===== src/rtl/ksa_pipe_param.sv =====
`timescale 1ns/1ps
// ksa_pipe_param
// Pipelined Kogge-Stone adder/subtractor with valid/ready handshakes.
//
// Parameters
//   N          operand width (>= 2, any value)
//   REG_EVERY  a pipeline register follows every REG_EVERY-th prefix level
//              (1..LEVELS). Latency = 1 + (LEVELS-1)/REG_EVERY cycles,
//              where LEVELS = clog2(N).
//
// Ports
//   clk, rst          rising-edge clock, asynchronous active-high reset
//   flush             synchronous clear of every in-flight valid bit
//   in_valid/in_ready input beat handshake (a, b, cin, sub)
//   sub               0: a + b + cin, 1: a - b - cin
//   out_valid/out_ready result handshake (sum, cout, ovf)
//   cout              carry out of bit N-1 (in subtract mode 1 = no borrow)
//   ovf               signed overflow, carry into MSB xor carry out of MSB
//
// Handshake: a beat moves on either side only when valid and ready are both
// high in the same cycle. The whole pipe shares one enable, so a stalled
// result freezes every stage (no bubble collapse); in_ready = ~stall.
// flush wins over stall and input: all valid bits clear, data is kept.

module ksa_pipe_param #(
    parameter int N         = 16,
    parameter int REG_EVERY = 1
) (
    input  logic         clk,
    input  logic         rst,
    input  logic         flush,
    input  logic         in_valid,
    output logic         in_ready,
    input  logic [N-1:0] a,
    input  logic [N-1:0] b,
    input  logic         cin,
    input  logic         sub,
    output logic         out_valid,
    input  logic         out_ready,
    output logic [N-1:0] sum,
    output logic         cout,
    output logic         ovf
);

    localparam int LEVELS = $clog2(N);

    logic stall;
    logic en;

    assign stall    = out_valid & ~out_ready;
    assign en       = ~stall;
    assign in_ready = ~stall;

    // Operand conditioning: subtraction is a + ~b + 1, with the borrow-in
    // folded into the inverted carry-in.
    logic [N-1:0] b_eff;
    logic [N-1:0] p0;
    logic [N-1:0] g_raw;
    logic [N-1:0] g0;
    logic         cin_eff;

    assign b_eff   = b ^ {N{sub}};
    assign cin_eff = cin ^ sub;
    assign p0      = a ^ b_eff;
    assign g_raw   = a & b_eff;
    // Folding cin into bit 0's generate makes G[i] the carry into bit i+1.
    assign g0      = {g_raw[N-1:1], g_raw[0] | (p0[0] & cin_eff)};

    // Each level exposes go/pro/co/vo (group generate, raw propagate,
    // carry-in, valid) and, below the last level, g_p.po (group propagate).
    for (genvar k = 1; k <= LEVELS; k++) begin : g_lvl
        localparam int D = 1 << (k - 1);

        logic [N-1:0] gi;
        logic [N-1:0] pi;
        logic [N-1:0] pri;
        logic         ci;
        logic         vi;
        logic [N-1:0] gn;
        logic [N-1:0] go;
        logic [N-1:0] pro;
        logic         co;
        logic         vo;

        if (k == 1) begin : g_src
            assign gi  = g0;
            assign pi  = p0;
            assign pri = p0;
            assign ci  = cin_eff;
            assign vi  = in_valid;
        end else begin : g_src
            assign gi  = g_lvl[k-1].go;
            assign pi  = g_lvl[k-1].g_p.po;
            assign pri = g_lvl[k-1].pro;
            assign ci  = g_lvl[k-1].co;
            assign vi  = g_lvl[k-1].vo;
        end

        // Bits below the span pass through unchanged.
        always_comb begin
            gn = gi;
            for (int i = D; i < N; i++) begin
                gn[i] = gi[i] | (pi[i] & gi[i-D]);
            end
        end

        if (k < LEVELS) begin : g_p
            logic [N-1:0] pn;
            logic [N-1:0] po;

            always_comb begin
                pn = pi;
                for (int i = D; i < N; i++) begin
                    pn[i] = pi[i] & pi[i-D];
                end
            end

            if ((k % REG_EVERY) == 0) begin : g_reg
                logic [N-1:0] gq;
                logic [N-1:0] pq;
                logic [N-1:0] prq;
                logic         cq;
                logic         vq;

                always_ff @(posedge clk or posedge rst) begin
                    if (rst) begin
                        vq  <= 1'b0;
                        gq  <= '0;
                        pq  <= '0;
                        prq <= '0;
                        cq  <= 1'b0;
                    end else if (flush) begin
                        vq <= 1'b0;
                    end else if (en) begin
                        vq  <= vi;
                        gq  <= gn;
                        pq  <= pn;
                        prq <= pri;
                        cq  <= ci;
                    end
                end

                assign po  = pq;
                assign go  = gq;
                assign pro = prq;
                assign co  = cq;
                assign vo  = vq;
            end else begin : g_comb
                assign po  = pn;
                assign go  = gn;
                assign pro = pri;
                assign co  = ci;
                assign vo  = vi;
            end
        end else begin : g_last
            assign go  = gn;
            assign pro = pri;
            assign co  = ci;
            assign vo  = vi;
        end
    end

    // c[0] = carry-in, c[i+1] = G[i].
    logic [N:0]   c_full;
    logic [N-1:0] sum_n;
    logic         cout_n;
    logic         ovf_n;
    logic         v_n;

    assign c_full = {g_lvl[LEVELS].go, g_lvl[LEVELS].co};
    assign sum_n  = g_lvl[LEVELS].pro ^ c_full[N-1:0];
    assign cout_n = c_full[N];
    assign ovf_n  = c_full[N] ^ c_full[N-1];
    assign v_n    = g_lvl[LEVELS].vo;

    always_ff @(posedge clk or posedge rst) begin
        if (rst) begin
            out_valid <= 1'b0;
            sum       <= '0;
            cout      <= 1'b0;
            ovf       <= 1'b0;
        end else if (flush) begin
            out_valid <= 1'b0;
        end else if (en) begin
            out_valid <= v_n;
            sum       <= sum_n;
            cout      <= cout_n;
            ovf       <= ovf_n;
        end
    end

endmodule


===== config.mk =====
export PLATFORM = sky130hd
export DESIGN_NAME = ksa_pipe_param
export DESIGN_NICKNAME = d
export VERILOG_FILES = /design/src/rtl/ksa_pipe_param.sv
export SDC_FILE = /design/constraint.sdc
export NUM_CORES = 1
export LEC_CHECK = 0
export ABC_AREA = 0
export BUFFER_PORTS_ARGS = -buffer_cell sky130_fd_sc_hd__buf_4
export CELL_PAD_IN_SITES_DETAIL_PLACEMENT = 1
export CELL_PAD_IN_SITES_GLOBAL_PLACEMENT = 1
export CORE_MARGIN = 2
export CORE_UTILIZATION = 40
export CTS_BUF_LIST = sky130_fd_sc_hd__clkbuf_8
export CTS_CLUSTER_DIAMETER = 50
export DETAILED_ROUTE_END_ITERATION = 12
export PLACE_DENSITY = 0.68
export SLEW_MARGIN = 20
export SYNTH_ARGS = -nofsm -noshare
export SYNTH_HDL_FRONTEND = slang
export SYNTH_SLANG_ARGS = --single-unit

===== constraint.sdc =====
create_clock -name clk -period 5.3 [get_ports clk]
set_clock_uncertainty 0.2 [all_clocks]
set_input_delay 0.53 -clock clk [delete_from_list [all_inputs] [get_ports clk]]
set_output_delay 0.53 -clock clk [all_outputs]
set_load 0.01 [all_outputs]

==> results of run 1 <==
## flip-flops by register name, summed over array words and instances (netlist names)
register,cells
g_lvl.g_p.g_reg.gq,48
g_lvl.g_p.g_reg.prq,45
g_lvl.g_p.g_reg.pq,37
sum,16
g_lvl.co,3
g_lvl.g_p.g_reg.vq,3
cout,1
out_valid,1
ovf,1
## worst max-delay path: cells and delay by family, from the launching register on
family                 cells  cell delay (ns)
flip-flops                 1             0.35
AO/OA/AOI/OAI              1             0.17
AND/OR/NAND/NOR            2             1.42
buffers and inverters      1             0.46
## worst paths after layout
path,start,end,slack [ns],cells past startpoint
max,out_valid,g_lvl[1].g_p.g_reg.gq[2],2.49,4
min,rst,sum[12],0.04,2
max reg2reg,out_valid,g_lvl[1].g_p.g_reg.gq[2],2.49,4
min reg2reg,g_lvl[1].g_p.g_reg.prq[4],g_lvl[2].g_p.g_reg.prq[4],0.27,2
max in group asynchronous,rst,g_lvl[1].g_p.g_reg.gq[9],3.61,3
min in group clk,flush,g_lvl[1].g_p.g_reg.vq,0.09,2
## synthesized netlist by cell type (all sizes together)
library cell / n
xor2: 24
inv: 2
xnor2: 10
buf: 28
mux2i: 3
a21oi: 50
or2: 1
nor2b: 1
ha: 16
nor2: 7
nand3: 34
clkbuf: 8
dfrtp: 155
nand2: 300
a21o: 1
o21ai: 58
## power breakdown
part           total (W)  internal, W  switching, W
combinational   0.000483     0.000208      0.000275
sequential       0.00152      0.00138      0.000147
clock           0.000964     0.000532      0.000432
## metal layers
metal / routed length, microns / vias up / track usage, % / part of all wire (%)
li1: - / 2340 / - / -
met1: 7132 / 2326 / 25.23 / 48
met2: 7180 / 68 / 28.96 / 48
met3: 483 / 11 / 4.729 / 3.2
met4: 110 / 0 / 4.710 / 0.74
met5: 0 / - / 0 / 0
## cell families after synthesis
family / count (synthesis) / synth area share (%)
and+or+nand+nor: 343 / 20.32
DFF: 155 / 59.05
AOI/OAI and AO/OA: 109 / 8.343
buffers and inverters: 38 / 4.248
xor gates and xnor gates: 34 / 4.533
adders and majority gates: 16 / 3.048
muxes: 3 / 0.4572
## stage by stage
step                      hold WS [ns]  setup slack, ns
after floorplan                 0.2379           0.3918
final                          0.04324            2.492
after global placement          0.2474            2.318
after global routing           0.06247            2.249
after CTS                      0.05457            2.473
after detailed placement        0.2543            2.209
## placed cells by master, fill, tap and decap left out
cell,netlist,final
a21o_1,1,1
a21oi_1,50,50
buf_12,0,1
buf_4,0,60
bufinv_16,0,4
clkbuf_8,0,19
clkinv_2,0,4
clkinvlp_4,0,4
dfrtp_1,155,155
ha_1,16,16
inv_1,2,2
inv_6,0,1
mux2i_1,3,3
nand2_1,300,300
nand3_1,34,34
nor2_1,7,6
nor2_4,0,1
nor2b_1,1,1
o21ai_0,30,30
o21ai_1,28,28
or2_4,0,1
xnor2_1,10,10
xor2_1,24,24
## area by class of cell
cell class                 instances  share of cell area [%]
inverter                           2                  0.1671
multi-input combinational        505                   32.33
sequential                       155                   51.80
clock buffer                      19                   3.492
timing repair buffer              61                   6.282
tap                              216                   3.609
clock inverter                    13                   2.322
==> impl_metrics.csv, run 1 <==
group,metric,value,unit
outcome,status,"finished, final reports clean",
floorplan,die_area,17460,sq um
synth,synthTopCellsByArea,"dfrtp_1 (59%), nand2_1 (17%), a21oi_1 (3.8%)",
floorplan,dieWidth,132.2,microns
layout,nets,797,
global_routing,grt_max_degree,117,
clocking,h-tree-depth,4,
timing,slew_violations,0,
global_routing,grt_overflow,0,
global_routing,track_usage,18.31,%
clocking,clockRootBuffer,"clkbuf_8",
layout,num_antenna_cells,0,
worst_setup_path,cp.arrival,2.91,ns
power,finalPower,0.002971,W
worst_setup_path,crit_path_start_kind,"register",
power,cellLeakagePower,3.788,nW
clocking,post_cts_buffers,0,
layout,multi_input_area,2421,sq um
worst_setup_path,crit_path_top_delay_cell,"or2_4",
layout,finalNonFillerCells,971,
placed_design,dp_hpwl,10080,microns
job,maxCapViolCount,0,
layout,drive_gt1_share,12.58,%
layout,syn2layout_area_growth,14.00,%
power,p_per_area,396.7,nW/um^2
synth,synthCells,698,
worst_setup_path,crit_type,"register to register",
placed_design,place_area,7053,sq um
placed_design,gp_congestion,0.7255,
clocking,holdBufCountCts,0,
clocking,clock-sinks,155,
timing,finalCritPeriodShare,52.98,%
placed_design,portBuffers,58,
worst_setup_path,cp_max_fo,116,
worst_setup_path,cpPeakStageDelay,0.86,ns
synth,synth_top_area_share,59.05,%
global_routing,grt_pass1_vias,5048,
timing,worst_slew_pin_slew,1.022,ns
global_routing,grt_pass1_wl,25500,microns
timing,fmax,0.3562,GHz
clocking,cts_resized,0,
floorplan,io_pins,59,
layout,postLayoutCoreUtil,46.97,%
floorplan,coreArea,15940,sq um
clocking,clock_latency,0.45,ns
timing,hold_violations,0,
synth,syn_area_per_cell,9.411,sq um
timing,setup_viol,0,
worst_setup_path,endpoint_kind,"register",
worst_setup_path,critPathRequiredTime,5.41,ns
drt,final_antenna_net_count,0,
timing,tns,0,ns
synth,synth_seq_cells,155,
drt,routed_via_density,4.887,
timing,relSlewSlack,31.87,%
synth,synth_area,6569,sq um
drt,wl,14910,microns
clocking,cts_tree,"built",
worst_setup_path,crit_chain,"nor2b_1, or2_4, buf_12, o21ai_0",
drt,drc,0,
synth,synth_nets,753,
placed_design,dp_cells,939,
clocking,clkTransAtPathRegs,0.08,ns
drt,first_pass_iters,4,
global_routing,antenna_found_initial,0,
synth,ys_types,19,
drt,wl_per_cell,15.35,microns
layout,seq_area,3879,sq um
worst_hold_path,hold_path_class,"input port to async pin",
synth,ys_seq_area_share,59.05,%
floorplan,start_util,41.20,%
clocking,cts_made_buffers,17,
power,ir_worst_vdd,0.1810,mV
floorplan,fp.dieH,132.2,microns
floorplan,rows,46,
layout,fin_area,7488,sq um
clocking,cts_buffer_depth,2,
layout,fillers,1874,
drt,drtIter0Drc,323,
synth,yosys.area.top_type,"dfrtp_1",
synth,yosysWarnings,0,
drt,routed-via-count,4745,
timing,grt_setup_unrepaired,"false",
timing,period_needed,2.808,ns
(Power assumes the default switching activity.)
==> inputs of run 2 (changes only) <==
- ABC_AREA: 0 -> 1
- PLACE_DENSITY: 0.68 -> 0.71
- clock period: 5.3 -> 2.44 ns (I/O delays scaled with it)
==> impl_metrics.csv, run 2 <==
group,metric,value,unit
drt,wl,16030,microns
floorplan,fp.dieH,133.2,microns
clocking,clockRootBuffer,"clkbuf_8",
layout,fillers,1968,
worst_setup_path,cp_max_fo,22,
layout,layout_commonest_cell,"nand2_1",
synth,async_flop_share,100.0,%
global_routing,grt_pass1_vias,5383,
worst_setup_path,crit_type,"input port to register",
synth,synth.most_common_cell,"nand2_1",
clocking,cts_tree,"built",
placed_design,place_ws,0.5933,ns
floorplan,die_area,17750,sq um
power,ir_worst_vdd,0.3752,mV
synth,ys_seq_area_share,58.07,%
worst_setup_path,crit_top_cell,"dlygate4sd3_1",
timing,finalCritPeriodShare,85.60,%
timing,setup_slack,0.3513,ns
drt,first_pass_iters,4,
outcome,status,"finished, final reports clean",
layout,syn2layout_area_growth,17.70,%
worst_setup_path,crit_chain,"dlygate4sd3_1, buf_4, inv_1, a21oi_4, nand2_1, o21ai_0, dlygate4sd3_1",
layout,reg.largest.list,"g_lvl.g_p.g_reg.gq (48), g_lvl.g_p.g_reg.prq (45), g_lvl.g_p.g_reg.pq (37)",
floorplan,rows,47,
layout,largest_register_ffs,48,
drt,final_antenna_net_count,0,
power,power_frac_comb,17.5,%
layout,nets,847,
drt,drc,0,
worst_setup_path,cpPeakStageDelay,0.59,ns
clocking,h-tree-depth,4,
timing,period_needed,2.089,ns
clocking,post_cts_buffers,0,
layout,top_register,"g_lvl.g_p.g_reg.gq",
floorplan,coreArea,16470,sq um
placed_design,dp_hpwl,11320,microns
timing,hold_violations,0,
synth,synthTopCellsByArea,"dfrtp_1 (58%), nand2_1 (16%), o21ai_1 (4.9%)",
power,switchingPower,0.001982,W
power,p_int,0.004615,W
global_routing,grt_max_degree,67,
timing,slew_violations,0,
timing,worst_slew_pin_slew,0.7115,ns
synth,yosysWarnings,0,
timing,setup_viol,0,
power,switching_share,30.05,%
job,maxCapViolCount,0,
drt,routed-via-count,5048,
placed_design,gp_congestion,0.7646,
layout,num_antenna_cells,0,
synth,synthCells,727,
global_routing,antenna_found_initial,0,
synth,synth_top_area_share,58.07,%
timing,tns,0,ns
worst_setup_path,crit_path_start_kind,"input port",
floorplan,dieWidth,133.2,microns
clocking,cts_resized,0,
timing,fmax,0.4788,GHz
global_routing,track_usage,19.49,%
synth,yosys.area.top_type,"dfrtp_1",
synth,synth_seq_cells,155,
floorplan,start_util,40.56,%
placed_design,dp_cells,980,
worst_setup_path,r2r_start,"out_valid",
clocking,cts_made_buffers,17,
worst_hold_path,hold_path_class,"input port to register",
global_routing,grt_pass1_wl,27080,microns
layout,finalNonFillerCells,1025,
drt,routed_via_density,4.925,
power,p_per_area,839.2,nW/um^2
drt,drtIter0Drc,330,
power,cellLeakagePower,3.794,nW
clocking,holdBufCountCts,13,
synth,ys_types,20,
synth,synth_area,6679,sq um
worst_setup_path,critPathRequiredTime,2.65,ns
clocking,clock_latency,0.47,ns
layout,layout_common_cells,"nand2_1 (283), dfrtp_1 (155), o21ai_1 (66), buf_4 (62), o21ai_0 (46)",
timing,grt_setup_unrepaired,"false",
global_routing,grt_overflow,0,
power,finalPower,0.006597,W
worst_setup_path,endpoint_kind,"register",
power,p_seq_share,50.7,%
worst_setup_path,cp-startpoint,"out_ready",
worst_hold_path,holdCritStartpoint,"a[13]",
clocking,clock-sinks,155,
placed_design,portBuffers,58,
power,clockPowerShare,31.9,%
synth,syn_area_per_cell,9.187,sq um
synth,synthTopCellsByCount,"nand2_1 (283), dfrtp_1 (155), o21ai_1 (66)",
drt,wl_per_cell,15.64,microns
synth,synth_edf_count,0,
clocking,clkTransAtPathRegs,0.09,ns
worst_setup_path,crit_path_top_delay_cell,"a21oi_4",
timing,relSlewSlack,52.46,%
synth,ys.flop_type,"dfrtp_1",
worst_setup_path,cp.arrival,2.30,ns
floorplan,io_pins,59,
synth,synth_nets,782,
layout,drive_gt1_share,12.92,%
clocking,cts_buffer_depth,2,
## run 2: area by class of cell
type | count | area, sq um | area share (%)
Clock buffer | 20 | 275.3 | 3.502
Clock inverter | 12 | 161.4 | 2.053
Inverter | 34 | 131.4 | 1.671
Multi-Input combinational cell | 503 | 2424 | 30.83
Sequential cell | 155 | 3879 | 49.34
Tap cell | 220 | 275.3 | 3.502
Timing Repair Buffer | 81 | 715.7 | 9.104
## run 2: power by group through the flow
stage               logic, W  registers, W  clock network [W]
global route         0.00132       0.00340            0.00227
detailed placement   0.00115       0.00340                  0
floorplan           0.000726       0.00331                  0
finish               0.00115       0.00334            0.00210
CTS                  0.00118       0.00335            0.00215
global placement     0.00110       0.00338                  0
## run 2: kinds of logic (layout without fill, tap and decap cells)
| logic type | Yosys count | in the layout | share of synthesized area [%] |
|---|---|---|---|
| xor+xnor | 25 | 25 | 3.278 |
| fa+ha+maj | 16 | 16 | 2.997 |
| compound gates | 157 | 157 | 11.80 |
| buf+inv | 69 | 147 | 6.013 |
| flops | 155 | 155 | 58.07 |
| simple gates | 305 | 305 | 17.83 |
## run 2: layer usage
metal	GRT usage (%)	wire length, microns
met5	0	0
met4	6.797	282
met3	4.566	479
met2	32.24	7897
met1	25.34	7372
## run 2: final timing paths
kind                                             end  slack (ns)  depth (start not counted)
min in group asynchronous  g_lvl[3].g_p.g_reg.prq[8]        0.14                          3
max in group asynchronous   g_lvl[1].g_p.g_reg.gq[0]        1.23                          4
hold / removal             g_lvl[1].g_p.g_reg.gq[13]       0.007                          4
setup / recovery               g_lvl[1].g_p.g_reg.vq        0.35                          7
hold reg to reg            g_lvl[3].g_p.g_reg.prq[3]        0.28                          2
setup reg to reg               g_lvl[1].g_p.g_reg.vq        0.39                          4
## run 2: per-stage QoR
step | hold slack (ns) | util [%] | instance area [sq um]
global placement | 0.08402 | 44.30 | 7295
global route | 0.01859 | 47.74 | 7861
CTS | 0.0005957 | 47.74 | 7861
finish | 0.006525 | 47.74 | 7861
detailed placement | 0.08571 | 44.30 | 7295
floorplan | 0.1071 | - | 6683
## run 2: worst max-delay path, delay by kind of cell
kind / cells / cell delay (ns)
AO/OA/AOI/OAI: 2 / 0.68
buffers and inverters: 4 / 1.29
AND/OR/NAND/NOR: 1 / 0.09
